==> config.mk <==
export PLATFORM = sky130hd
export DESIGN_NAME = detector_jogada
export DESIGN_NICKNAME = d
export VERILOG_FILES = /design/src/rtl/detector_jogada.sv
export SDC_FILE = /design/constraint.sdc
export NUM_CORES = 1
export LEC_CHECK = 0
export ABC_AREA = 1
export CAP_MARGIN = 20
export CORE_UTILIZATION = 35
export DETAILED_ROUTE_END_ITERATION = 16
export PLACE_DENSITY = 0.59
export SYNTH_ARGS = -nofsm -noshare
export SYNTH_HDL_FRONTEND = slang
export SYNTH_SLANG_ARGS = --single-unit
==> constraint.sdc <==
create_clock -name clock -period 3.2 [get_ports clock]
set_clock_uncertainty 0.2 [all_clocks]
set_input_delay 0.48 -clock clock [delete_from_list [all_inputs] [get_ports clock]]
set_output_delay 0.48 -clock clock [all_outputs]
set_load 0.02 [all_outputs]
==> src/rtl/detector_jogada.sv <==
// Switch input conditioning: two-flop synchronizer, debounce FSM and play register.
// A stable one-hot pattern becomes a play; multi-bit patterns are flagged as invalid.
module detector_jogada #(
    parameter int DEBOUNCE_CYCLES = 4
) (
    input  logic       clock,
    input  logic       reset,
    input  logic       habilita,
    input  logic       limpa,
    input  logic [3:0] chaves,
    output logic [3:0] jogada,
    output logic       jogada_feita,
    output logic       jogada_invalida,
    output logic       ocupado,
    output logic [3:0] db_estado
);

    localparam int CW = $clog2(DEBOUNCE_CYCLES) + 1;
    localparam logic [CW-1:0] CONT_MAX = CW'(DEBOUNCE_CYCLES - 1);

    typedef enum logic [3:0] {
        INICIAL       = 4'b0000,
        ESPERA        = 4'b0001,
        FILTRA        = 4'b0010,
        REGISTRA      = 4'b0011,
        ESPERA_SOLTAR = 4'b0100,
        INVALIDA      = 4'b1110
    } estado_t;

    estado_t       estado_q, estado_d;
    logic [3:0]    sync_q;
    logic [3:0]    chaves_s_q;
    logic [3:0]    amostra_q, amostra_d;
    logic [CW-1:0] cont_q, cont_d;
    logic [3:0]    jogada_q, jogada_d;
    logic          amostra_um_quente;

    assign amostra_um_quente = ($countones(amostra_q) == 1);

    always_ff @(posedge clock) begin
        if (!reset) begin
            estado_q   <= INICIAL;
            sync_q     <= '0;
            chaves_s_q <= '0;
            amostra_q  <= '0;
            cont_q     <= '0;
            jogada_q   <= '0;
        end else begin
            estado_q   <= estado_d;
            sync_q     <= chaves;
            chaves_s_q <= sync_q;
            amostra_q  <= amostra_d;
            cont_q     <= cont_d;
            jogada_q   <= jogada_d;
        end
    end

    always_comb begin
        estado_d  = estado_q;
        amostra_d = amostra_q;
        cont_d    = cont_q;
        jogada_d  = limpa ? 4'b0000 : jogada_q;

        case (estado_q)
            INICIAL: begin
                // Enabling goes through the release wait so a switch already held is ignored
                if (habilita) begin
                    estado_d = ESPERA_SOLTAR;
                    cont_d   = '0;
                end
            end
            ESPERA: begin
                if (!habilita) begin
                    estado_d = INICIAL;
                    cont_d   = '0;
                end else if (chaves_s_q != 4'b0000) begin
                    estado_d  = FILTRA;
                    amostra_d = chaves_s_q;
                    cont_d    = '0;
                end
            end
            FILTRA: begin
                if (!habilita) begin
                    estado_d = INICIAL;
                    cont_d   = '0;
                end else if (chaves_s_q == 4'b0000) begin
                    estado_d = ESPERA;
                end else if (chaves_s_q != amostra_q) begin
                    amostra_d = chaves_s_q;
                    cont_d    = '0;
                end else if (cont_q != CONT_MAX) begin
                    cont_d = cont_q + CW'(1);
                end else if (amostra_um_quente) begin
                    estado_d = REGISTRA;
                    jogada_d = amostra_q;
                end else begin
                    estado_d = INVALIDA;
                end
            end
            REGISTRA, INVALIDA: begin
                estado_d = habilita ? ESPERA_SOLTAR : INICIAL;
                cont_d   = '0;
            end
            ESPERA_SOLTAR: begin
                if (!habilita) begin
                    estado_d = INICIAL;
                    cont_d   = '0;
                end else if (chaves_s_q != 4'b0000) begin
                    cont_d = '0;
                end else if (cont_q != CONT_MAX) begin
                    cont_d = cont_q + CW'(1);
                end else begin
                    estado_d = ESPERA;
                end
            end
            default: begin
                estado_d = INICIAL;
                cont_d   = '0;
            end
        endcase
    end

    assign jogada          = jogada_q;
    assign jogada_feita    = (estado_q == REGISTRA);
    assign jogada_invalida = (estado_q == INVALIDA);
    assign ocupado         = (estado_q != INICIAL) && (estado_q != ESPERA);
    assign db_estado       = estado_q;

endmodule
==> Implementation_results.wiki, run 1 <==
{| class="wikitable"
! Metric !! Value
|-
| Number of sinks driven by the clock tree || 23
|-
| Clock tree from TritonCTS || yes
|-
| Total overflow reported by the global router || 0
|-
| CTS buffer count || 3
|-
| Worst path required time || 3160 ps
|-
| Cell with the most instances after synthesis || sky130_fd_sc_hd__nand2_1
|-
| Clock tree buffer depth || 2
|-
| Count of TritonRoute iterations in the first routing pass || 4
|-
| Number of global-route vias before repair || 999
|-
| Final Cycle Share || 0.765
|-
| First-pass GRT wire length || 4.25 mm
|-
| Unrepaired setup endpoints after global routing || false
|-
| Leakage || 0.797 nW
|-
| Post-layout total power || 1.13 mW
|-
| Wirelength, routed || 2.34 mm
|-
| Power per Cell Area || 713 nW/um2
|-
| Most instantiated flip-flop cell in the synthesis netlist || sky130_fd_sc_hd__dfxtp_1
|-
| Number of warning messages in the yosys log || 0
|-
| Pin count of the biggest net entering global routing || 24
|-
| Hold bufs inserted after CTS || 0
|-
| Worst Tran Pin Value || 767 ps
|-
| Finished Layout Cells || 269
|-
| Post-synthesis average cell area || between 6 and 7 um2
|-
| # nets final || roughly 240
|-
| IO Pins || 19
|-
| Initial antenna violation count || 0
|-
| Share of async-settable or async-resettable flops after synthesis || 0
|-
| Max-Cap Viols || 0
|-
| Achievable frequency || around 400 MHz
|-
| Total track usage || 0.134
|-
| Setup crit end kind || register
|-
| Library cell used as clock root buffer || sky130_fd_sc_hd__clkbuf_8
|-
| First DRT Iteration DRCs || between 40 and 50
|-
| Startpoint kind of the worst setup timing path || register
|-
| Final total negative setup slack || 0 ps
|-
| Hold Violations, Final || 0
|-
| Fraction of the yosys area taken by sequential cells || 0.354
|-
| Layout fillers || 364
|-
| Post-synth EDFFs || 0
|-
| Area growth from synthesis to final layout || 21.4%
|-
| Clock transition at the registers of the reported paths || 90 ps
|-
| Finished Core Util || 0.459
|-
| Count of standard-cell rows || 21
|-
| Synthesized net count || 215
|-
| Port Buffer Count || 18
|-
| Ranking of synthesized cells by instance count || 52 x sky130_fd_sc_hd__nand2_1, 34 x sky130_fd_sc_hd__nor2_1, 33 x sky130_fd_sc_hd__inv_1
|-
| Post-synthesis cell area || ~1300 um2
|-
| Overall die height || 63.0 um
|-
| Vias || 1166
|-
| ANT nets after route || 0
|-
| Total number of H-tree levels || 1
|-
| Starting Density || 0.378
|-
| CP max FO || 4
|-
| Startpoint-to-endpoint class of the critical path || reg2reg
|-
| Max_slew headroom || 0.487
|-
| Fraction of final layout cells sized beyond drive strength 1 || 0.126
|-
| Final antenna diode count || 0
|-
| Cell with the largest stage delay on the worst path || sky130_fd_sc_hd__fa_1
|-
| Post-detail-place hpwl || 1.82 mm
|-
| Number of instances in the synthesized netlist || 203
|-
| Final setup violation count || 0
|-
| Cell-by-cell trace of the critical path || inv_1 -> fa_1 -> inv_1 -> ha_1 -> ha_1 -> nand3b_1 -> nand2_1 -> inv_1 -> nand2_1 -> nand2_1 -> nor2_1 -> nand3_1 -> nand2_1 -> nor2_1
|-
| Largest area contributor in the netlist || sky130_fd_sc_hd__dfxtp_1
|-
| Worst path max stage delay || between 500 and 600 ps
|-
| CTS-repair resized insts || 0
|-
| Placed cell count || 265
|-
| Total count of max-transition violations in the final report || 0
|-
| DRC violation count after routing || 0
|-
| Post-synth cell types || 22
|-
| Clock network latency to the later pin of the worst-skew pair || 260 ps
|-
| Die Outline Area || 3970 um2
|-
| Fin crit period || 2450 ps
|-
| Fraction of post-synthesis cell area in the top cell type by area || 0.354
|-
| Critical path's most frequent cell || sky130_fd_sc_hd__nand2_1
|-
| Overall die width || ~63 um
|-
| Crit path DAT || 2410 ps
|-
| Routed length per instance || 8.69 um
|-
| Post-CTS Setup Bufs || 0
|-
| Worst vdd ir || approximately 0.33 mV
|-
| Hold/Removal Path Class || reg2reg
|-
| Avg Vias per Cell || 4.33
|-
| Area inside the core boundary || approximately 3400 um2
|-
| Yosys reg bits || 23
|-
| GPL Wtd Cong || 0.853
|-
| Result of the run || finished clean
|-
| Ranking of synthesized cells by area || sky130_fd_sc_hd__dfxtp_1 35%, sky130_fd_sc_hd__nand2_1 15%, sky130_fd_sc_hd__nor2_1 9.8%
|}
==> metrics by stage <==
step                setup WS, ps  hold WS [ps]  instance area, um2
CTS                          747           218                1580
finish                       751           216                1580
floorplan                    893           190                1300
global route                 585           249                1580
detailed placement           779           196                1530
global placement             808           192                1530
==> layout make-up <==
class	count	area [um2]	area share
Tap cell	46	57.6	0.0364
Multi-Input combinational cell	138	684	0.433
Inverter	40	150	0.0949
Clock buffer	3	41.3	0.0261
Timing Repair Buffer	18	180	0.114
Sequential cell	23	460	0.291
Clock inverter	1	7.51	0.00475
==> metal layers <==
metal	track usage	part of all wire	routed length, um	vias to the layer above
met5	0	0	0	-
met4	0.0349	0.0098	23	0
met3	0.0383	0.041	96	2
met2	0.210	0.45	1050	23
met1	0.177	0.50	1160	489
li1	-	-	-	652
==> report_power, final <==
group / internal (mW) / switching [mW] / leakage, nW / total (mW)
registers: 0.333 / 0.0489 / 0.188 / 0.381
logic: 0.217 / 0.345 / 0.587 / 0.562
clock network: 0.0880 / 0.0955 / 0.0217 / 0.183
total: 0.638 / 0.489 / 0.797 / 1.13
==> cells in the final DEF, fill, tap and decap left out, drive strengths merged <==
| cell | instances |
|---|---|
| inv | 39 |
| clkinvlp | 1 |
| nand2 | 58 |
| fa | 1 |
| dfxtp | 23 |
| nand4 | 2 |
| clkinv | 1 |
| nor2 | 42 |
| nor3 | 1 |
| o21ai | 12 |
| clkdlybuf4s50 | 18 |
| clkbuf | 3 |
| nand3b | 2 |
| a21oi | 6 |
| ha | 3 |
| nand3 | 11 |
==> kinds of logic after synthesis <==
| group | Yosys count | share of synthesized area |
|---|---|---|
| buf+inv | 42 | 0.121 |
| compound gates | 18 | 0.0720 |
| simple gates | 116 | 0.409 |
| fa+ha+maj | 4 | 0.0442 |
| flops | 23 | 0.354 |
==> flip-flops by register name, summed over array words and instances, names as in the netlist <==
name / flops
db_estado: 4
sync_q: 4
amostra_q: 4
chaves_s_q: 4
cont_q: 3
jogada: 4
==> critical path: cells and delay by family, from the launching register on <==
| family | cells | cell delay, ps |
|---|---|---|
| adder cells (fa/ha/maj) | 3 | 960 |
| buffers and inverters | 3 | 170 |
| flip-flops | 1 | 370 |
| AND/OR/NAND/NOR | 8 | 650 |
==> final timing paths <==
path,startpoint,to,slack [ps],depth (start not counted)
setup / recovery,amostra_q[0]$_SDFFE_PN0P_,db_estado[2]$_SDFFE_PN0P_,750,14
hold / removal,sync_q[2]$_SDFF_PN0_,chaves_s_q[2]$_SDFF_PN0_,220,2
setup reg to reg,amostra_q[0]$_SDFFE_PN0P_,db_estado[2]$_SDFFE_PN0P_,750,14
hold reg to reg,sync_q[2]$_SDFF_PN0_,chaves_s_q[2]$_SDFF_PN0_,220,2
Note: power is estimated with default switching activity, not from simulation.
==> run 2, diff against run 1 <==
--- a/config.mk
+++ b/config.mk
@@ -9,7 +9,7 @@
 export CAP_MARGIN = 20
 export CORE_UTILIZATION = 35
 export DETAILED_ROUTE_END_ITERATION = 16
-export PLACE_DENSITY = 0.59
+export PLACE_DENSITY = 0.61
 export SYNTH_ARGS = -nofsm -noshare
 export SYNTH_HDL_FRONTEND = slang
 export SYNTH_SLANG_ARGS = --single-unit
==> constraint.sdc (replaced) <==
create_clock -name clock -period 2.23 [get_ports clock]
set_clock_uncertainty 0.2 [all_clocks]
set_input_delay 0.3345 -clock clock [delete_from_list [all_inputs] [get_ports clock]]
set_output_delay 0.3345 -clock clock [all_outputs]
set_load 0.02 [all_outputs]
==> run 2 against run 1 <==
The run now ends with setup timing left; first-iteration DRC count decreased by 11%; routed wire length up 9.1%; global-route usage grew 0.68 points; via count up 3.9%; largest cell class unchanged; largest power group unchanged.
==> Implementation_results.wiki, run 2 (synthesis results as in run 1) <==
{| class="wikitable"
! Metric !! Value
|-
| Achievable frequency || 427 MHz (was 408 MHz)
|-
| Cell-by-cell trace of the critical path || inv_2 -> fa_1 -> inv_1 -> ha_2 -> ha_1 -> nand3b_1 -> nor2_1 -> nand3_2 -> o21ai_1 -> nor2_1 (was inv_1 -> fa_1 -> inv_1 -> ha_1 -> ha_1 -> nand3b_1 -> nand2_1 -> inv_1 -> nand2_1 -> nand2_1 -> nor2_1 -> nand3_1 -> nand2_1 -> nor2_1)
|-
| GPL Wtd Cong || 0.880 (was 0.853)
|-
| Total count of max-transition violations in the final report || 0 (unchanged)
|-
| Library cell used as clock root buffer || sky130_fd_sc_hd__clkbuf_8 (unchanged)
|-
| Die Outline Area || 3970 um2 (unchanged)
|-
| Critical path's most frequent cell || sky130_fd_sc_hd__nor2_1 (was sky130_fd_sc_hd__nand2_1)
|-
| Most frequent cells in the layout || 50 x sky130_fd_sc_hd__nand2_1, 34 x sky130_fd_sc_hd__nor2_1, 30 x sky130_fd_sc_hd__inv_1, 19 x sky130_fd_sc_hd__dfxtp_1, 17 x sky130_fd_sc_hd__clkdlybuf4s50_1 (was 52 x sky130_fd_sc_hd__nand2_1, 34 x sky130_fd_sc_hd__nor2_1, 33 x sky130_fd_sc_hd__inv_1, 23 x sky130_fd_sc_hd__dfxtp_1, 18 x sky130_fd_sc_hd__clkdlybuf4s50_1)
|-
| Post-Place Worst Slack || -95.8 ps (was 779 ps)
|-
| DRC violation count after routing || 0 (unchanged)
|-
| Setup ws final || -110 ps (was 751 ps)
|-
| Switching power summed over all nets || 0.753 mW (was 0.489 mW)
|-
| Final Cycle Share || 1.05 (was 0.765)
|-
| Result of the run || finished, violations left (was finished clean)
|-
| Crit path DAT || 2310 ps (was 2410 ps)
|-
| Register share of total power || 0.312 (was 0.338)
|-
| Routed length per instance || 9.21 um (was 8.69 um)
|-
| Overall die height || 63.0 um (unchanged)
|-
| Cell with the largest stage delay on the worst path || sky130_fd_sc_hd__fa_1 (unchanged)
|-
| Fraction of final layout cells sized beyond drive strength 1 || 0.221 (was 0.126)
|-
| Starting Density || 0.378 (unchanged)
|-
| Worst Hold Margin || 218 ps (was 216 ps)
|-
| Layout fillers || 372 (was 364)
|-
| Clock network latency to the later pin of the worst-skew pair || 270 ps (was 260 ps)
|-
| Worst path max stage delay || 520 ps (was 530 ps)
|-
| Power share of the clock group || 0.159 (was 0.163)
|-
| Setup crit end kind || register (unchanged)
|-
| Startpoint kind of the worst setup timing path || register (unchanged)
|-
| Unrepaired setup endpoints after global routing || true (was false)
|-
| Worst Tran Pin Value || 397 ps (was 767 ps)
|-
| Number of sinks driven by the clock tree || 23 (unchanged)
|-
| Worst vdd ir || 0.380 mV (was 0.328 mV)
|-
| Count of TritonRoute iterations in the first routing pass || 4 (unchanged)
|-
| Clock tree buffer depth || 2 (unchanged)
|-
| Vias || 1212 (was 1166)
|-
| Initial antenna violation count || 0 (unchanged)
|-
| Avg Vias per Cell || 4.38 (was 4.33)
|-
| Max_slew headroom || 0.734 (was 0.487)
|-
| Area growth from synthesis to final layout || 29.3% (was 21.4%)
|-
| Hold bufs inserted after CTS || 0 (unchanged)
|-
| Overall die width || 63.0 um (unchanged)
|-
| IO Pins || 19 (unchanged)
|-
| Most common cell after layout, fill and taps aside || sky130_fd_sc_hd__nand2_1 (unchanged)
|-
| CTS buffer count || 3 (unchanged)
|-
| Logic pwr share || 0.529 (was 0.499)
|-
| Power per Cell Area || 1030 nW/um2 (was 713 nW/um2)
|-
| ANT nets after route || 0 (unchanged)
|-
| Area inside the core boundary || 3440 um2 (unchanged)
|-
| Wirelength, routed || 2.55 mm (was 2.34 mm)
|-
| Final antenna diode count || 0 (unchanged)
|-
| First-pass GRT wire length || 4.42 mm (was 4.25 mm)
|-
| Hold Violations, Final || 0 (unchanged)
|-
| CP max FO || 5 (was 4)
|-
| Violated checks || setup timing
|-
| Count of standard-cell rows || 21 (unchanged)
|-
| Hold/Removal Path Class || reg2reg (unchanged)
|-
| Clock tree from TritonCTS || yes (unchanged)
|-
| Fin crit period || 2340 ps (was 2450 ps)
|-
| Worst path required time || 2200 ps (was 3160 ps)
|-
| Final setup violation count || 6 (was 0)
|-
| Post-detail-place hpwl || 1.93 mm (was 1.82 mm)
|-
| Internal power contribution || 0.983 mW (was 0.638 mW)
|-
| Sw Share || 0.434 (about the same)
|-
| Total overflow reported by the global router || 0 (unchanged)
|-
| Startpoint-to-endpoint class of the critical path || reg2reg (unchanged)
|-
| Number of global-route vias before repair || 1059 (was 999)
|-
| Pin count of the biggest net entering global routing || 16 (was 24)
|-
| Total number of H-tree levels || 1 (unchanged)
|-
| Max-Cap Viols || 0 (unchanged)
|-
| First DRT Iteration DRCs || 40 (was 45)
|-
| Port Buffer Count || 18 (unchanged)
|-
| # nets final || 244 (was 236)
|-
| Leakage || 0.866 nW (was 0.797 nW)
|-
| Clock transition at the registers of the reported paths || 90 ps (about the same)
|-
| Total track usage || 0.140 (was 0.134)
|}
-- run 2: cell types whose count changed in the layout (fill, tap and decap cells not counted), moves of 2 or more --
cell	delta
sky130_fd_sc_hd__a21oi_1	-3
sky130_fd_sc_hd__a21oi_2	+3
sky130_fd_sc_hd__buf_4	+7
sky130_fd_sc_hd__dfxtp_1	-4
sky130_fd_sc_hd__dfxtp_2	+4
sky130_fd_sc_hd__inv_1	-3
sky130_fd_sc_hd__inv_2	+4
sky130_fd_sc_hd__nand2_1	-2
sky130_fd_sc_hd__nand2_2	+2
-- run 2: final cells by class --
type | instances | area, um2 | area share
Multi-Input combinational cell | 138 | 707 | 0.420
Clock inverter | 1 | 7.51 | 0.00446
Clock buffer | 3 | 41.3 | 0.0245
Tap cell | 46 | 57.6 | 0.0342
Timing Repair Buffer | 26 | 255 | 0.152
Sequential cell | 23 | 465 | 0.276
Inverter | 40 | 150 | 0.0892
-- run 2: path summary, 6_finish.rpt --
check	from	to	slack [ps]	cells past startpoint
max	amostra_q[3]$_SDFFE_PN0P_	jogada[3]$_SDFF_PN0_	-110	10
min	sync_q[1]$_SDFF_PN0_	chaves_s_q[1]$_SDFF_PN0_	220	2
max reg2reg	amostra_q[3]$_SDFFE_PN0P_	jogada[3]$_SDFF_PN0_	-110	10
min reg2reg	sync_q[1]$_SDFF_PN0_	chaves_s_q[1]$_SDFF_PN0_	220	2
-- run 2: layer usage --
| metal | up-vias | track usage | part of all wire |
|---|---|---|---|
| met4 | 0 | 0.0610 | 0.015 |
| met1 | 520 | 0.185 | 0.51 |
| met5 | - | 0 | 0 |
| met3 | 4 | 0.0219 | 0.028 |
| li1 | 667 | - | - |
| met2 | 21 | 0.224 | 0.44 |
-- run 2: power groups by stage --
| stage | Combinational [mW] | Clock (mW) | Sequential [mW] |
|---|---|---|---|
| final | 0.918 | 0.276 | 0.542 |
| after global routing | 1.04 | 0.318 | 0.552 |
| after CTS | 0.876 | 0.293 | 0.539 |
| after detailed placement | 0.865 | 0 | 0.549 |
| after global placement | 0.864 | 0 | 0.549 |
| after floorplan | 0.599 | 0 | 0.577 |
-- run 2: metrics by stage --
| stage | power (mW) | setup TNS (ps) | utilization | instances | cell area [um2] |
|---|---|---|---|---|---|
| 2_1_floorplan | 1.18 | -18.8 | - | 203 | 1310 |
| 3_3_place_gp | 1.41 | -183 | 0.462 | 270 | 1590 |
| 3_5_place_dp | 1.41 | -363 | 0.462 | 270 | 1590 |
| 4_1_cts | 1.71 | -461 | 0.478 | 275 | 1650 |
| 5_1_grt | 1.91 | -1370 | 0.489 | 277 | 1680 |
| 6_report | 1.74 | -608 | 0.489 | 277 | 1680 |
-- run 2: timing repair --
action                                  CTS  global route
endpoints found under the setup margin    5             9
resized for setup                         0            10
hold endpoints to repair                  0             0
buffers inserted                          1             2
gates cloned                              0             0
pin swaps                                 7             5
-- run 2: worst max-delay path: cells and delay by family (launching register included) --
family	cells	cell delay [ps]
flops	1	340
fa+ha+maj	3	930
compound gates	1	170
simple gates	4	510
buf+inv	2	80
